===== config.mk =====
export PLATFORM = sky130hd
export DESIGN_NAME = fp_elastic_stage
export DESIGN_NICKNAME = d
export VERILOG_FILES = /design/src/rtl/fp_stage_pkg.sv /design/src/rtl/fp_elastic_ctrl.sv /design/src/rtl/fp_elastic_stage.sv
export SDC_FILE = /design/constraint.sdc
export NUM_CORES = 1
export LEC_CHECK = 0
export ABC_AREA = 1
export CAP_MARGIN = 20
export CORE_MARGIN = 1.5
export CORE_UTILIZATION = 25
export CTS_CLUSTER_SIZE = 16
export DETAILED_ROUTE_END_ITERATION = 10
export PLACE_DENSITY = 0.57
export SLEW_MARGIN = 0
export SYNTH_ARGS = -nofsm -noshare
export SYNTH_HDL_FRONTEND = slang
export SYNTH_SLANG_ARGS = --single-unit

===== constraint.sdc =====
create_clock -name clk -period 2.7 [get_ports clk]
set_input_delay 0.405 -clock clk [delete_from_list [all_inputs] [get_ports clk]]
set_output_delay 0.405 -clock clk [all_outputs]
set_load 0.02 [all_outputs]

===== src/rtl/fp_stage_pkg.sv =====
// Shared widths and the operand bundle type for the FP elastic stage.
package fp_stage_pkg;

    localparam int unsigned FP_N  = 32;
    localparam int unsigned FP_MW = 23;

    typedef struct packed {
        logic [FP_N-1:0]  x;
        logic [FP_N-1:0]  y;
        logic [FP_MW-1:0] man;
    } fp_bundle_t;

endpackage


===== src/rtl/fp_elastic_ctrl.sv =====
// Pointer, occupancy and handshake control for the FP elastic stage.
module fp_elastic_ctrl #(
    parameter int unsigned DEPTH = 2
) (
    input  logic                         clk,
    input  logic                         reset,
    input  logic                         flush,
    input  logic                         in_valid,
    input  logic                         out_ready,
    output logic                         in_ready,
    output logic                         out_valid,
    output logic                         push_c,
    output logic [$clog2(DEPTH)-1:0]     wr_ptr,
    output logic [$clog2(DEPTH)-1:0]     rd_ptr,
    output logic [$clog2(DEPTH+1)-1:0]   count
);

    localparam int unsigned PW = $clog2(DEPTH);
    localparam int unsigned CW = $clog2(DEPTH + 1);

    logic          pop_c;
    logic [PW-1:0] wr_ptr_next;
    logic [PW-1:0] rd_ptr_next;
    logic [CW-1:0] count_next;

    // Handshake decode; a flush swallows both transfers of its cycle.
    always_comb begin
        push_c = in_valid & in_ready & ~flush;
        pop_c  = out_valid & out_ready & ~flush;
    end

    // Next pointer/occupancy state; pointers wrap naturally since DEPTH is a power of 2.
    always_comb begin
        wr_ptr_next = wr_ptr;
        rd_ptr_next = rd_ptr;
        count_next  = count;
        if (flush) begin
            wr_ptr_next = '0;
            rd_ptr_next = '0;
            count_next  = '0;
        end else begin
            if (push_c) wr_ptr_next = wr_ptr + PW'(1);
            if (pop_c)  rd_ptr_next = rd_ptr + PW'(1);
            unique case ({push_c, pop_c})
                2'b10:   count_next = count + CW'(1);
                2'b01:   count_next = count - CW'(1);
                default: count_next = count;
            endcase
        end
    end

    // State register; ready/valid are flopped from the next occupancy.
    always_ff @(posedge clk or negedge reset) begin
        if (!reset) begin
            wr_ptr    <= '0;
            rd_ptr    <= '0;
            count     <= '0;
            in_ready  <= 1'b1;
            out_valid <= 1'b0;
        end else begin
            wr_ptr    <= wr_ptr_next;
            rd_ptr    <= rd_ptr_next;
            count     <= count_next;
            in_ready  <= (count_next != CW'(DEPTH));
            out_valid <= (count_next != CW'(0));
        end
    end

endmodule


===== src/rtl/fp_elastic_stage.sv =====
// Elastic valid/ready buffer stage for FP operand bundles (X, Y, mantissa).
module fp_elastic_stage
    import fp_stage_pkg::*;
#(
    parameter int unsigned N     = FP_N,
    parameter int unsigned MW    = FP_MW,
    parameter int unsigned DEPTH = 2
) (
    input  logic                       clk,
    input  logic                       reset,
    input  logic                       flush,
    input  logic                       in_valid,
    output logic                       in_ready,
    input  logic [N-1:0]               in_x,
    input  logic [N-1:0]               in_y,
    input  logic [MW-1:0]              in_man,
    output logic                       out_valid,
    input  logic                       out_ready,
    output logic [N-1:0]               out_x,
    output logic [N-1:0]               out_y,
    output logic [MW-1:0]              out_man,
    output logic [$clog2(DEPTH+1)-1:0] count
);

    localparam int unsigned PW = $clog2(DEPTH);

    logic [N-1:0]  x_mem   [DEPTH];
    logic [N-1:0]  y_mem   [DEPTH];
    logic [MW-1:0] man_mem [DEPTH];

    logic          push_c;
    logic [PW-1:0] wr_ptr;
    logic [PW-1:0] rd_ptr;

    fp_elastic_ctrl #(
        .DEPTH (DEPTH)
    ) u_ctrl (
        .clk       (clk),
        .reset     (reset),
        .flush     (flush),
        .in_valid  (in_valid),
        .out_ready (out_ready),
        .in_ready  (in_ready),
        .out_valid (out_valid),
        .push_c    (push_c),
        .wr_ptr    (wr_ptr),
        .rd_ptr    (rd_ptr),
        .count     (count)
    );

    // Bundle storage, written at the write pointer on an accepted push.
    always_ff @(posedge clk or negedge reset) begin
        if (!reset) begin
            for (int i = 0; i < int'(DEPTH); i++) begin
                x_mem[i]   <= '0;
                y_mem[i]   <= '0;
                man_mem[i] <= '0;
            end
        end else if (push_c) begin
            x_mem[wr_ptr]   <= in_x;
            y_mem[wr_ptr]   <= in_y;
            man_mem[wr_ptr] <= in_man;
        end
    end

    // Head bundle is read straight out of the storage registers.
    always_comb begin
        out_x   = x_mem[rd_ptr];
        out_y   = y_mem[rd_ptr];
        out_man = man_mem[rd_ptr];
    end

endmodule


* Yosys cells after proc, flatten, opt, wreduce, memory -nomap -nowiden
Cells that the tools add are included.
** Cells by class
- Eq/ne operators :: 3
- Muxes and demuxes :: 22
- Order comparisons :: 3
- $mul :: 0
- $add $sub $neg :: 4
- Bitwise logic cells :: 7
- Divide/modulo/power cells :: 0
- Shift operators :: 0
- Reductions and logical operators :: 4
** Operators with widths (number)
- $mux W32 :: 7
- $bwmux W64 :: 2
- $mux W23 :: 4
- $bwmux W46 :: 1
- $demux W32 S1 :: 1
- $demux W23 S1 :: 1
- $reduce_bool A2 Y1 :: 3
- $and A1 B1 Y1 :: 4
- $ge A2 B2 Y1 const B :: 2
- $mux W1 :: 4
- $not A1 Y2 :: 2
- $pmux W2 S2 :: 1
- $add A1 B1 Y1 const B :: 2
- $add A2 B1 Y2 const B :: 1
- $eq A2 B1 Y1 const B :: 1
- $eq A2 B2 Y1 const B :: 1
- $lt A2 B1 Y1 const B :: 1
- $mux W2 :: 1
- $ne A2 B2 Y1 const B :: 1
- $sub A2 B1 Y2 const B :: 1
- $logic_and A1 B1 Y1 :: 1
- $not A1 Y1 :: 1
** Storage, ports and cells
- Register bits :: 180
- Latch bits :: 0
- Memory bits (read-only) :: 0
- Input port bits :: 92
- Output and inout bits :: 91
- Memories kept :: 0
- Memory bits (writable) :: 0

* Logic depth before layout (Yosys ltp)
Gate-level depths: netlist (run 1).
- Depth after elaboration :: 6
- Depth in mapped cells :: 10
- Gate-level depth less buffers :: 10

* Hierarchy
From an unflattened synthesis (run 1), not the netlist that was laid out.
** Unflattened totals
- Cells, all modules :: 1070
- Area, all modules :: 8389.3 µm²
** By module, submodules not included
- fp_elastic_stage :: times used 1, sequential area each 4354.2 µm², area each 8079.0 µm², cells an instance 1036
- fp_elastic_ctrl :: times used 1, sequential area each 151.4 µm², area each 310.3 µm², cells an instance 34

* Worst setup path before layout (run 1)
OpenSTA, ideal clock, no wires.
- Path type :: register -> register
- Start :: register u_ctrl.in_ready
- End :: register u_ctrl.out_valid
- Cell stages (with the launch flop) :: 9
- Clock period less this slack :: 1.561 ns
- Path buffers :: 0
- Data required time :: 2.581 ns
- Path slack :: 1.139 ns
- Setup time :: 0.119 ns
- Data arrival time :: 1.442 ns
- Cell sequence :: dfstp_2 nand2_1 inv_2 nand2_1 ha_1 inv_1 nand4_1 nand3_1 nand2_1
** Between the ends
- Word-level cells in the longest chain between the ends :: 6
- Elaborated cells on any way between the ends :: 7
- Classes of those cells :: eq/ne (2); mux (2); bitwise (2); reduce/logical (1)
** Ends and longest elaborated chain
- start: declaration :: line fp_elastic_ctrl.sv:10 : output logic in_ready,
- start signal: assignment :: line fp_elastic_ctrl.sv:64 : in_ready <= (count_next != CW'(DEPTH));
- $and A1 B1 Y1 * (2 in series) :: line fp_elastic_ctrl.sv:28 : push_c = in_valid & in_ready & ~flush;
- $eq A2 B1 Y1 / $eq A2 B2 Y1 (equally long branches) :: line fp_elastic_ctrl.sv:44 : unique case ({push_c, pop_c})
- $pmux W2 S2 * :: line fp_elastic_ctrl.sv:44
- $mux W2 * :: line fp_elastic_ctrl.sv:37 : if (flush) begin
- $reduce_bool A2 Y1 * :: line fp_elastic_ctrl.sv:65 : out_valid <= (count_next != CW'(0));
- end signal: assignment :: line fp_elastic_ctrl.sv:65
- end: declaration :: line fp_elastic_ctrl.sv:11 : output logic out_valid,
Every way passes the cells marked *; elsewhere a longest branch is shown, timed or not.
A chain may end at the register's enable or synchronous reset.

* Worst setup path after layout (run 1)
- Start :: register u_ctrl.rd_ptr
- End :: output out_y[0]
** Between the ends
- Word-level cells in the longest chain between the ends :: 4
** Ends and longest elaborated chain
- start: declaration :: line fp_elastic_ctrl.sv:14 : output logic [$clog2(DEPTH)-1:0] rd_ptr,
- start signal: assignment :: line fp_elastic_ctrl.sv:62 : rd_ptr <= rd_ptr_next;
- $not A1 Y2 (implied by the code) :: line fp_elastic_stage.sv:69 : out_y = y_mem[rd_ptr];
- $mux W32 (implied by the code) (3 in series) :: line fp_elastic_stage.sv:69
- end: declaration :: line fp_elastic_stage.sv:20 : output logic [N-1:0] out_y,
Every way passes these cells. The select of a mux whose other input is x is not followed.

==> results_dict.tcl, run 1 <==
set metrics [dict create \
    status "complete, no violations" \
    post_cts_buffers 0 \
    fin_cells 1537 \
    met2_usage_pct 20.28 \
    wl_mm 19.97 \
    hpwl_mm 13.01 \
    place_inst 1503 \
    hp-start "x_mem[18]" \
    synthArstFlopShare_pct 100.0 \
    rsz0062_at_grt "no" \
    avgRoutedWirePerCell_um 12.99 \
    period_share_pct 91.49 \
    sequentialPowerShare_pct 41.0 \
    dieHeight_um 181.2 \
    p_per_area_nw_per_um2 854.8 \
    critPathMaxStageDelay_ns 0.64 \
    hold_viol 0 \
    synth_edf_count 0 \
    ys_warn_count 0 \
    critPathMaxFanout 48 \
    antenna_found_initial 1 \
    clk_pin_slew_worst_paths_ns 0.07 \
    comb_power_share_pct 27.8 \
    vias 6387 \
    multiInputGateArea_sq_um 2638 \
    ant_nets 0 \
    netlist.area_leader.share_pct 56.43 \
    syn_nets 1057 \
    cts_root_buf "clkbuf_16" \
    dieArea_sq_um 32830 \
    core-area_sq_um 31390 \
    startpoint_type "flip-flop" \
    p_leak_nw 5.373 \
    seq_area_frac_synth_pct 56.76 \
    gr-usage-met3_pct 3.528 \
    syn-mean-instance-area_sq_um 8.234 \
    finalSetupTns_ns 0 \
    p_sw_mw 2.849 \
    setup_viol 0 \
    viasPerCell 4.155 \
    drt_pass1_iterations 5 \
    grt_pass1_vias 6351 \
    crit_slowest_cell "clkdlybuf4s50_1" \
    worst-path-buf-inv 3 \
    synth.cells.most_frequent "nand2_1, dfrtp_1, o21ai_1" \
    numCtsBuffers 17 \
    nets 1214 \
    hold_path.class "flip-flop to flip-flop" \
    p_int_mw 6.333 \
    met1_usage_pct 16.52 \
    ys_ff_latch 180 \
    drc_errors 0 \
    clock_path_buffers 2 \
    ios 183 \
    start_util_pct 25.28 \
    yosysUniqueCellTypes 18 \
    areaGrowthSynthToFinish_pct 35.33 \
    worstPathArrival_ns 2.07 \
    cts.sinks 180 \
    yosys-top-cells-area "dfrtp_1, nand2_1, o21ai_1" \
    postCtsResizedCells 0 \
    syn-instance-count 964 \
    grt_max_degree 89 \
    p_clk_share_pct 31.2 \
    gp_congestion 0.6959 \
    ys.flop_type "dfrtp_1" \
    grt_first_pass_wirelength_mm 33.21 \
    regArea_sq_um 4509 \
    busiest_layer "met2" \
    drive_gt1_share_pct 4.497 \
    cp.depth 5 \
    synth.most_common_cell "nand2_1" \
    startpoint "u_ctrl.rd_ptr" \
    path_class "flip-flop to output port" \
    fin_crit_ns 2.470 \
    max_freq_ghz 0.4048 \
    cts_tree "done" \
    gr-total-overflow 0 \
    htreeDepth 4 \
    max_slew.worst_pin.slew_ns 0.4694 \
    buffer_ports.inserted 182 \
    post-synth-top-area-cell "dfrtp_1" \
    cpMostUsedCell "nand2_1" \
    critPathRequiredTime_ns 2.30 \
    holdPathStages 2 \
    synthesis.area_sq_um 7938 \
    report.final.slew_viol_count 0 \
    regToRegStartpoint "u_ctrl.in_ready" \
    grt_usage_pct 12.65 \
    skew_ns 0.01139 \
    maxCapViolCount 0 \
    fp-row-count 65 \
    cp_top_family "buffers and inverters" \
    max-slew-margin-rel_pct 68.71 \
    whs_ns 0.4881 \
    die_x_um 181.2 \
    path_cells "clkinv_2 -> buf_12 -> nand2_1 -> nand2_1 -> clkdlybuf4s50_1" \
    r2r_cells 7 \
    peakVddDrop_mv 0.3278 \
    fill_cells 3304 \
    p_sw_share_pct 31.03 \
    cp-end-kind "output port" \
    drt-initial-drc-count 379 \
    clk_latency_ns 0.43 \
]
-- state kept, by name, summed over array words and instances, names as in the netlist --
name              cells
y_mem                64
u_ctrl.rd_ptr         1
u_ctrl.in_ready       1
man_mem              46
u_ctrl.count          2
u_ctrl.out_valid      1
x_mem                64
u_ctrl.wr_ptr         1
-- metal layers --
metal | part of all wire (%) | vias to the layer above
li1 | - | 3277
met3 | 5.6 | 16
met5 | 0 | -
met2 | 46 | 159
met4 | 1.3 | 0
met1 | 48 | 2935
-- repair_timing --
item	4_1_cts	5_1_grt
endpoints found under the hold margin	50	0
hold buffers	1	0
endpoints found under the setup margin	0	0
-- layout by cell type (no fill, tap or decap) --
cell / Yosys / routed
inv_2: 3 / 2
o21ai_1: 153 / 153
bufinv_16: 0 / 5
clkinvlp_4: 0 / 1
ha_1: 1 / 1
clkbuf_1: 12 / 1
inv_1: 93 / 93
nand4_1: 2 / 2
clkbuf_16: 0 / 17
inv_6: 0 / 2
clkbuf_8: 0 / 5
nand2_1: 445 / 445
dfrtp_4: 0 / 1
a21oi_1: 1 / 1
clkdlybuf4s50_1: 0 / 181
dlygate4sd3_1: 0 / 1
clkinv_2: 0 / 1
buf_4: 6 / 2
nor2_1: 1 / 1
clkinv_4: 0 / 2
nand3b_4: 1 / 1
diode_2: 0 / 1
dfstp_2: 1 / 1
nand3_1: 4 / 4
o21ai_0: 22 / 22
nand3_4: 0 / 1
buf_12: 0 / 10
dfrtp_1: 179 / 178
-- worst paths after layout --
path	endpoint	slack, ns
worst max-delay path	out_y[0]	0.23
worst min-delay path	x_mem[18]	0.49
worst max register to register	man_mem[26]	0.99
worst min register to register	x_mem[18]	0.49
max in group asynchronous	x_mem[7]	1.41
min in group asynchronous	man_mem[8]	0.52
-- worst register-to-register path, delay by kind of cell, from the launching register on --
kind                   cells  cell delay, ns
buffers and inverters      3            0.61
DFF                        1            0.53
and+or+nand+nor            3            0.39
AOI/OAI and AO/OA          1            0.06
-- area by class of cell --
| type | instances | area share, % |
|---|---|---|
| multi-input combinational | 631 | 24.55 |
| inverter | 96 | 3.366 |
| sequential | 180 | 41.98 |
| clock inverter | 10 | 1.794 |
| clock buffer | 22 | 4.508 |
| tap | 402 | 4.683 |
| antenna | 1 | 0.02330 |
| timing repair buffer | 195 | 19.09 |
-- logic make-up after synthesis --
logic type,synth area share (%)
and+or+nand+nor,21.88
DFF,56.76
AOI/OAI and AO/OA,11.10
buffers and inverters,10.10
adders and majority gates,0.1576
-- per-stage QoR --
stage | setup WS, ns | power [mW] | instance area [sq um] | util, %
5_1_grt | 0.1121 | 9.782 | 10740 | 34.21
4_1_cts | 0.1855 | 9.339 | 10740 | 34.21
6_report | 0.2297 | 9.182 | 10740 | 34.22
3_5_place_dp | 0.6144 | 6.401 | 10050 | 32.02
2_1_floorplan | 1.139 | 5.246 | 7938 | -
3_3_place_gp | 0.6285 | 6.350 | 10050 | 32.02
-- power groups by stage --
stage	registers (mW)	clock network, mW	logic [mW]
finish	3.77	2.87	2.55
global route	3.86	3.07	2.85
CTS	3.77	2.97	2.60
detailed placement	3.81	0	2.59
global placement	3.79	0	2.56
floorplan	3.73	0	1.52
Power figures use the tool's default switching activity.
==> run 2, diff against run 1 <==
- SLEW_MARGIN: 0 -> not set
==> results of run 2 <==
The final DEF is identical to that of run 1; final timing and power are the same.
